===== config.mk =====
export PLATFORM = sky130hd
export DESIGN_NAME = iterative_divider
export DESIGN_NICKNAME = d
export VERILOG_FILES = /design/src/rtl/iterative_divider_pkg.sv /design/src/rtl/iterative_divider.sv
export SDC_FILE = /design/constraint.sdc
export NUM_CORES = 1
export LEC_CHECK = 0
export ABC_AREA = 1
export CAP_MARGIN = 20
export CORE_MARGIN = 4
export CORE_UTILIZATION = 60
export CTS_CLUSTER_SIZE = 20
export DETAILED_ROUTE_END_ITERATION = 6
export PLACE_DENSITY = 0.9
export SETUP_SLACK_MARGIN = 0.15
export SYNTH_ARGS = -nofsm -noshare
export SYNTH_HDL_FRONTEND = slang
export SYNTH_SLANG_ARGS = --single-unit

===== constraint.sdc =====
create_clock -name clock -period 5.9 [get_ports clock]
set_input_delay 1.475 -clock clock [delete_from_list [all_inputs] [get_ports clock]]
set_output_delay 1.475 -clock clock [all_outputs]
set_load 0.02 [all_outputs]

===== src/rtl/iterative_divider_pkg.sv =====
// Shared constants for the RV32M iterative divider: operation and FSM state
// encodings, datapath width, and a magnitude helper.
package iterative_divider_pkg;

    localparam int XLEN        = 32;
    localparam int COUNT_WIDTH = 6;

    localparam logic [1:0] DIV_OP_DIV  = 2'b00;
    localparam logic [1:0] DIV_OP_DIVU = 2'b01;
    localparam logic [1:0] DIV_OP_REM  = 2'b10;
    localparam logic [1:0] DIV_OP_REMU = 2'b11;

    localparam logic [1:0] ST_IDLE  = 2'd0;
    localparam logic [1:0] ST_BUSY  = 2'd1;
    localparam logic [1:0] ST_FIXUP = 2'd2;
    localparam logic [1:0] ST_DONE  = 2'd3;

    localparam logic [XLEN-1:0] ZERO         = '0;
    localparam logic [XLEN-1:0] ALL_ONES     = '1;
    localparam logic [XLEN-1:0] MOST_NEG_INT = {1'b1, {(XLEN-1){1'b0}}};

    // Two's-complement magnitude; 0x80000000 maps to the unsigned value 2^31.
    function automatic logic [XLEN-1:0] magnitude(input logic [XLEN-1:0] v, input logic is_signed);
        return (is_signed && v[XLEN-1]) ? -v : v;
    endfunction

endpackage


===== src/rtl/iterative_divider.sv =====
// Radix-2 restoring divider for DIV/DIVU/REM/REMU, one quotient bit per clock.
// Optional macro DIV_EARLY_OUT_EN: divide-by-zero and signed overflow finish at acceptance.
module iterative_divider
    import iterative_divider_pkg::*;
(
    input  logic            clock,
    input  logic            reset,
    input  logic            request_valid,
    output logic            request_ready,
    input  logic [1:0]      request_op,
    input  logic [XLEN-1:0] operand_a,
    input  logic [XLEN-1:0] operand_b,
    output logic            response_valid,
    input  logic            response_ready,
    output logic [XLEN-1:0] result
);

    logic [1:0]             state_q, state_d;
    logic [1:0]             op_q, op_d;
    logic                   sign_a_q, sign_a_d;
    logic                   sign_b_q, sign_b_d;
    logic [XLEN-1:0]        quo_q, quo_d;
    logic [XLEN-1:0]        rem_q, rem_d;
    logic [XLEN-1:0]        div_q, div_d;
    logic [XLEN-1:0]        result_q, result_d;
    logic [COUNT_WIDTH-1:0] count_q, count_d;

    logic            accept;
    logic            req_signed;
    logic            op_signed;
    logic [XLEN:0]   shifted_rem;
    logic [XLEN:0]   trial;
    logic [XLEN-1:0] quo_fixed;
    logic [XLEN-1:0] rem_fixed;

    assign request_ready  = (state_q == ST_IDLE);
    assign response_valid = (state_q == ST_DONE);
    assign result         = result_q;

    assign accept     = request_valid && request_ready;
    assign req_signed = !request_op[0];
    assign op_signed  = !op_q[0];

    // The top dividend bit enters the remainder; the trial sign decides the quotient bit.
    assign shifted_rem = {rem_q, quo_q[XLEN-1]};
    assign trial       = shifted_rem - {1'b0, div_q};

    // A zero divisor leaves the all-ones quotient untouched even when signs differ.
    assign quo_fixed = (op_signed && (sign_a_q ^ sign_b_q) && (div_q != ZERO)) ? -quo_q : quo_q;
    assign rem_fixed = (op_signed && sign_a_q) ? -rem_q : rem_q;

`ifdef DIV_EARLY_OUT_EN
    logic            early_div0;
    logic            early_ovf;
    logic [XLEN-1:0] early_result;

    assign early_div0   = (operand_b == ZERO);
    assign early_ovf    = req_signed && (operand_a == MOST_NEG_INT) && (operand_b == ALL_ONES);
    assign early_result = request_op[1] ? (early_div0 ? operand_a : ZERO)
                                        : (early_div0 ? ALL_ONES  : operand_a);
`endif

    always_comb begin
        // NOTE: every next-state signal defaults to its register so no path infers a latch.
        state_d  = state_q;
        op_d     = op_q;
        sign_a_d = sign_a_q;
        sign_b_d = sign_b_q;
        quo_d    = quo_q;
        rem_d    = rem_q;
        div_d    = div_q;
        result_d = result_q;
        count_d  = count_q;

        case (state_q)
            ST_IDLE: begin
                if (accept) begin
                    op_d     = request_op;
                    sign_a_d = operand_a[XLEN-1];
                    sign_b_d = operand_b[XLEN-1];
                    quo_d    = magnitude(operand_a, req_signed);
                    div_d    = magnitude(operand_b, req_signed);
                    rem_d    = ZERO;
                    count_d  = COUNT_WIDTH'(XLEN);
                    state_d  = ST_BUSY;
`ifdef DIV_EARLY_OUT_EN
                    if (early_div0 || early_ovf) begin
                        result_d = early_result;
                        state_d  = ST_DONE;
                    end
`endif
                end
            end
            ST_BUSY: begin
                if (!trial[XLEN]) begin
                    rem_d = trial[XLEN-1:0];
                    quo_d = {quo_q[XLEN-2:0], 1'b1};
                end else begin
                    rem_d = shifted_rem[XLEN-1:0];
                    quo_d = {quo_q[XLEN-2:0], 1'b0};
                end
                count_d = count_q - COUNT_WIDTH'(1);
                if (count_q == COUNT_WIDTH'(1)) begin
                    state_d = ST_FIXUP;
                end
            end
            ST_FIXUP: begin
                result_d = op_q[1] ? rem_fixed : quo_fixed;
                state_d  = ST_DONE;
            end
            ST_DONE: begin
                if (response_ready) begin
                    state_d = ST_IDLE;
                end
            end
            default: state_d = ST_IDLE;
        endcase
    end

    always_ff @(posedge clock) begin
        // NOTE: datapath registers are reset too, so an aborted operation leaves no stale result.
        if (reset) begin
            state_q  <= ST_IDLE;
            op_q     <= DIV_OP_DIV;
            sign_a_q <= 1'b0;
            sign_b_q <= 1'b0;
            quo_q    <= ZERO;
            rem_q    <= ZERO;
            div_q    <= ZERO;
            result_q <= ZERO;
            count_q  <= '0;
        end else begin
            // NOTE: non-blocking assignments keep every register updating from pre-edge values.
            state_q  <= state_d;
            op_q     <= op_d;
            sign_a_q <= sign_a_d;
            sign_b_q <= sign_b_d;
            quo_q    <= quo_d;
            rem_q    <= rem_d;
            div_q    <= div_d;
            result_q <= result_d;
            count_q  <= count_d;
        end
    end

endmodule


==> metrics.json <==
{
  "outcome": {
    "run_status": "finished with violations",
    "failing_checks": "DRC"
  },
  "yosys": {
    "synth-seq-cells": 140,
    "synth_edf_count": 0,
    "syn_avg_cell_area_um2": 5.75,
    "netlist.top_cell.by_area": "dfxtp_1",
    "synth-xor-area-share": 0.0313,
    "synth_nets": 2302,
    "synth.area.mux_share": 0,
    "yosys.area_share.simple": 0.400,
    "synth.top_cells.by_area": "dfxtp_1, nand2_1, inv_1",
    "synth_most_common_cell": "nand2_1",
    "combinational_family_with_the_most_area_after_synthesis": "simple AND/OR/NAND/NOR gates",
    "netlist_top_cells_count": "nand2_1, inv_1, nand3_1, nor2_1, a21oi_1",
    "syn-cell-area_um2": 12600,
    "ys_types": 53,
    "synth-adder-area-share": 0.0433,
    "synth_top_area_frac": 0.223,
    "synth-async-reset-ratio": 0,
    "yosys_most_used_dff": "dfxtp_1",
    "count_of_warnings_emitted_by_yosys": 0,
    "synth_compound_area_frac": 0.176,
    "synth_cells": 2189,
    "share_of_synthesized_area_occupied_by_flip_flops_and_latches": 0.223
  },
  "sta": {
    "period_share": 0.621,
    "worst-slew-pin-transition_ns": 0.985,
    "worst_path_setup_slack_after_routing_ns": 2.23,
    "fmaxAchievable_ghz": 0.273,
    "maxSlewHeadroom": 0.343,
    "drv_slew": 0,
    "skew_ns": 0.0123,
    "hold_violations": 0,
    "grt_setup_unrepaired": "no",
    "final.min_clock_period_ns": 3.67,
    "setup_viol_count_final": 0,
    "setup-tns-final_ns": 0
  },
  "clock_tree": {
    "cts_bufs_inserted": 17,
    "clock_sink_count": 140,
    "post_cts_resized": 0,
    "cts.hold.buffers_added": 0,
    "cts_tree": "done",
    "max-clock-path-buffers": 2,
    "cts_setup_buffers": 0,
    "cts.clk_slew.worst_paths_ns": 0.06,
    "clock-root-buffer": "clkbuf_16",
    "insertion_delay_of_the_later_clocked_pin_in_the_worst_skew_pair_ns": 0.44,
    "cts_h_tree_lvls": 4
  },
  "die": {
    "die_y_um": 153,
    "io_pins": 104,
    "dieArea_um2": 23400,
    "core-area_um2": 20400,
    "dieWidth_um": 153,
    "num_rows": 52,
    "start_util": 0.616
  },
  "critical_path": {
    "critPathSlowestCell": "inv_2",
    "reg2reg_setup_slack_ns": 2.93,
    "path_max_fanout": 47,
    "timing.critical_path.required_ns": 6.20,
    "worst-endpoint-arrival_ns": 3.96,
    "launch_instance_of_the_worst_register_to_register_path": "state_q[1]",
    "timing.critical_path.buf_inv": 4,
    "crit_cells": 9,
    "path_delay_family": "buffers and inverters",
    "cp-start-kind": "input pin",
    "setup.worst_path.end_class": "register",
    "path_cells": "clkdlybuf4s50_1 -> nand2_1 -> buf_4 -> o21ai_2 -> inv_2 -> buf_4 -> a21oi_1 -> o21ai_0 -> a21oi_1",
    "worstRegToRegCells": 9,
    "slowest_delay_ns": 0.61,
    "crit_path_start": "request_valid",
    "r2r_end": "quo_q[29]",
    "timing.critical_path.to": "quo_q[29]",
    "critPathKind": "input pin to register"
  },
  "power": {
    "p_leak_nw": 6.98,
    "p_sw_frac": 0.531,
    "power.combinational.fraction": 0.610,
    "clockPowerShare": 0.169,
    "powerDensity_nw_per_um2": 457,
    "peakVddDrop_uv": 466,
    "seq_power_share": 0.222,
    "power_switching_mw": 3.46,
    "intPower_mw": 3.06
  },
  "cells_and_area": {
    "area_growth_syn_to_layout_pct": 13.5,
    "cell_area_after_layout_um2": 14300,
    "layout.core_utilization": 0.699,
    "final_layout_size_suffix_gt1_frac": 0.0540,
    "filler_cell_count": 1838,
    "layout.nets": 2360,
    "post_layout_nonfiller_instances": 2530,
    "num_antenna_cells": 0
  },
  "route": {
    "final_routed_wirelength_across_all_metal_layers_um": 43700,
    "drt-pass1-iter-count": 7,
    "routed_via_density": 5.90,
    "number_of_drc_markers_in_iteration_0": 1989,
    "detail-route-antenna-nets": 0,
    "wl_per_cell_um": 17.3,
    "vias": 14900,
    "post-route-drc-count": 12
  },
  "global_route": {
    "number_of_global_route_vias_before_repair": 13100,
    "grt_antenna_before_repair": 0,
    "grt_first_pass_wirelength_um": 68200,
    "gr-usage-all-layers": 0.356,
    "grt_start_max_net_pins": 57,
    "global_route.overflow_total": 0
  },
  "placed_design": {
    "place.detailed.instances": 2497,
    "port_buffers": 103,
    "place.gp.congestion": 1.00,
    "dp.final_hpwl_um": 33400,
    "placedInstanceArea_um2": 13700,
    "preCtsSetupSlack_ns": 1.85
  },
  "hold_path": {
    "hold_path_class": "register to register"
  },
  "job": {
    "max_cap_viol": 0
  }
}
## cell usage in the layout (no fill, tap or decap), types with 3 or more instances in the layout
| cell type | netlist | routed |
|---|---|---|
| o211ai_1 | 22 | 22 |
| o21ai_2 | 3 | 3 |
| clkbuf_16 | 0 | 17 |
| nand2_1 | 588 | 588 |
| a21oi_2 | 5 | 5 |
| inv_6 | 0 | 5 |
| dfxtp_1 | 140 | 140 |
| xnor2_1 | 14 | 14 |
| nand3b_1 | 13 | 13 |
| clkinv_1 | 3 | 3 |
| clkdlybuf4s50_1 | 0 | 102 |
| nor3_1 | 36 | 36 |
| xor2_1 | 31 | 31 |
| o21ai_1 | 4 | 4 |
| a31oi_1 | 11 | 11 |
| ha_1 | 42 | 42 |
| nand3_2 | 7 | 7 |
| or2_2 | 3 | 3 |
| nand2_2 | 29 | 29 |
| inv_2 | 10 | 10 |
| nand4_1 | 32 | 32 |
| nor2_1 | 206 | 206 |
| nand3_1 | 207 | 207 |
| o21ai_0 | 132 | 132 |
| a21oi_1 | 198 | 198 |
| buf_4 | 4 | 11 |
| nor2_2 | 9 | 9 |
| inv_1 | 316 | 316 |
| o221ai_1 | 7 | 7 |
| nor4_1 | 5 | 5 |
| nand2_4 | 4 | 4 |
| and2_1 | 5 | 5 |
| o21bai_1 | 9 | 9 |
## layout make-up
| cell class | instances | area, um2 | area share |
|---|---|---|---|
| clock buffers | 19 | 433 | 0.0303 |
| clock inverters | 13 | 156 | 0.0110 |
| inverters | 329 | 1230 | 0.0865 |
| multi-input cells | 1644 | 8190 | 0.573 |
| flip-flops and latches | 140 | 2800 | 0.196 |
| well taps | 270 | 338 | 0.0237 |
| repair buffers | 115 | 1130 | 0.0790 |
## per-stage QoR
stage	total power, mW	hold WS [ns]
detailed placement	5.25	0.462
floorplan	4.16	0.444
CTS	6.38	0.471
finish	6.52	0.470
global route	6.96	0.486
global placement	5.17	0.455
## power groups by stage
| stage | logic (mW) | registers (mW) | clock network (mW) |
|---|---|---|---|
| after floorplan | 2.71 | 1.45 | 0 |
| after global placement | 3.74 | 1.44 | 0 |
| after detailed placement | 3.81 | 1.44 | 0 |
| after CTS | 3.85 | 1.43 | 1.10 |
| after global routing | 4.36 | 1.46 | 1.14 |
| final | 3.98 | 1.45 | 1.10 |
## sequential cells by signal, summed over array words and instances (netlist names)
register and flops:
div_q 32, quo_q 32, rem_q 32, result 32, count_q 6, op_q 2
state_q 2, sign_a_q 1, sign_b_q 1
## how the worst min path moves through the flow
stage / end / cells after the start / from
2_1_floorplan: op_q[0] / 2 / op_q[0]
3_3_place_gp: div_q[31] / 2 / div_q[31]
3_5_place_dp: result[2] / 2 / result[2]
4_1_cts: result[2] / 2 / result[2]
5_1_grt: result[2] / 2 / result[2]
6_report: result[2] / 2 / result[2]
## cell families after synthesis
group           Yosys count
simple gates           1154
buf+inv                 405
compound gates          402
flops                   140
xor+xnor                 45
fa+ha+maj                43
## routing by layer
| metal | GRT usage | wire length [um] | up-vias |
|---|---|---|---|
| met3 | 0.0656 | 5160 | 151 |
| met1 | 0.496 | 18000 | 6670 |
| li1 | - | - | 7198 |
| met5 | 0 | 0 | - |
| met2 | 0.545 | 18600 | 900 |
| met4 | 0.141 | 1890 | 0 |
## tightest hold or removal path: cells and delay by family (launching register included)
| kind | cells | cell delay [ns] |
|---|---|---|
| DFF | 1 | 0.31 |
| AOI/OAI and AO/OA | 1 | 0.06 |
| and+or+nand+nor | 1 | 0.06 |
Power figures use the tool's default switching activity.
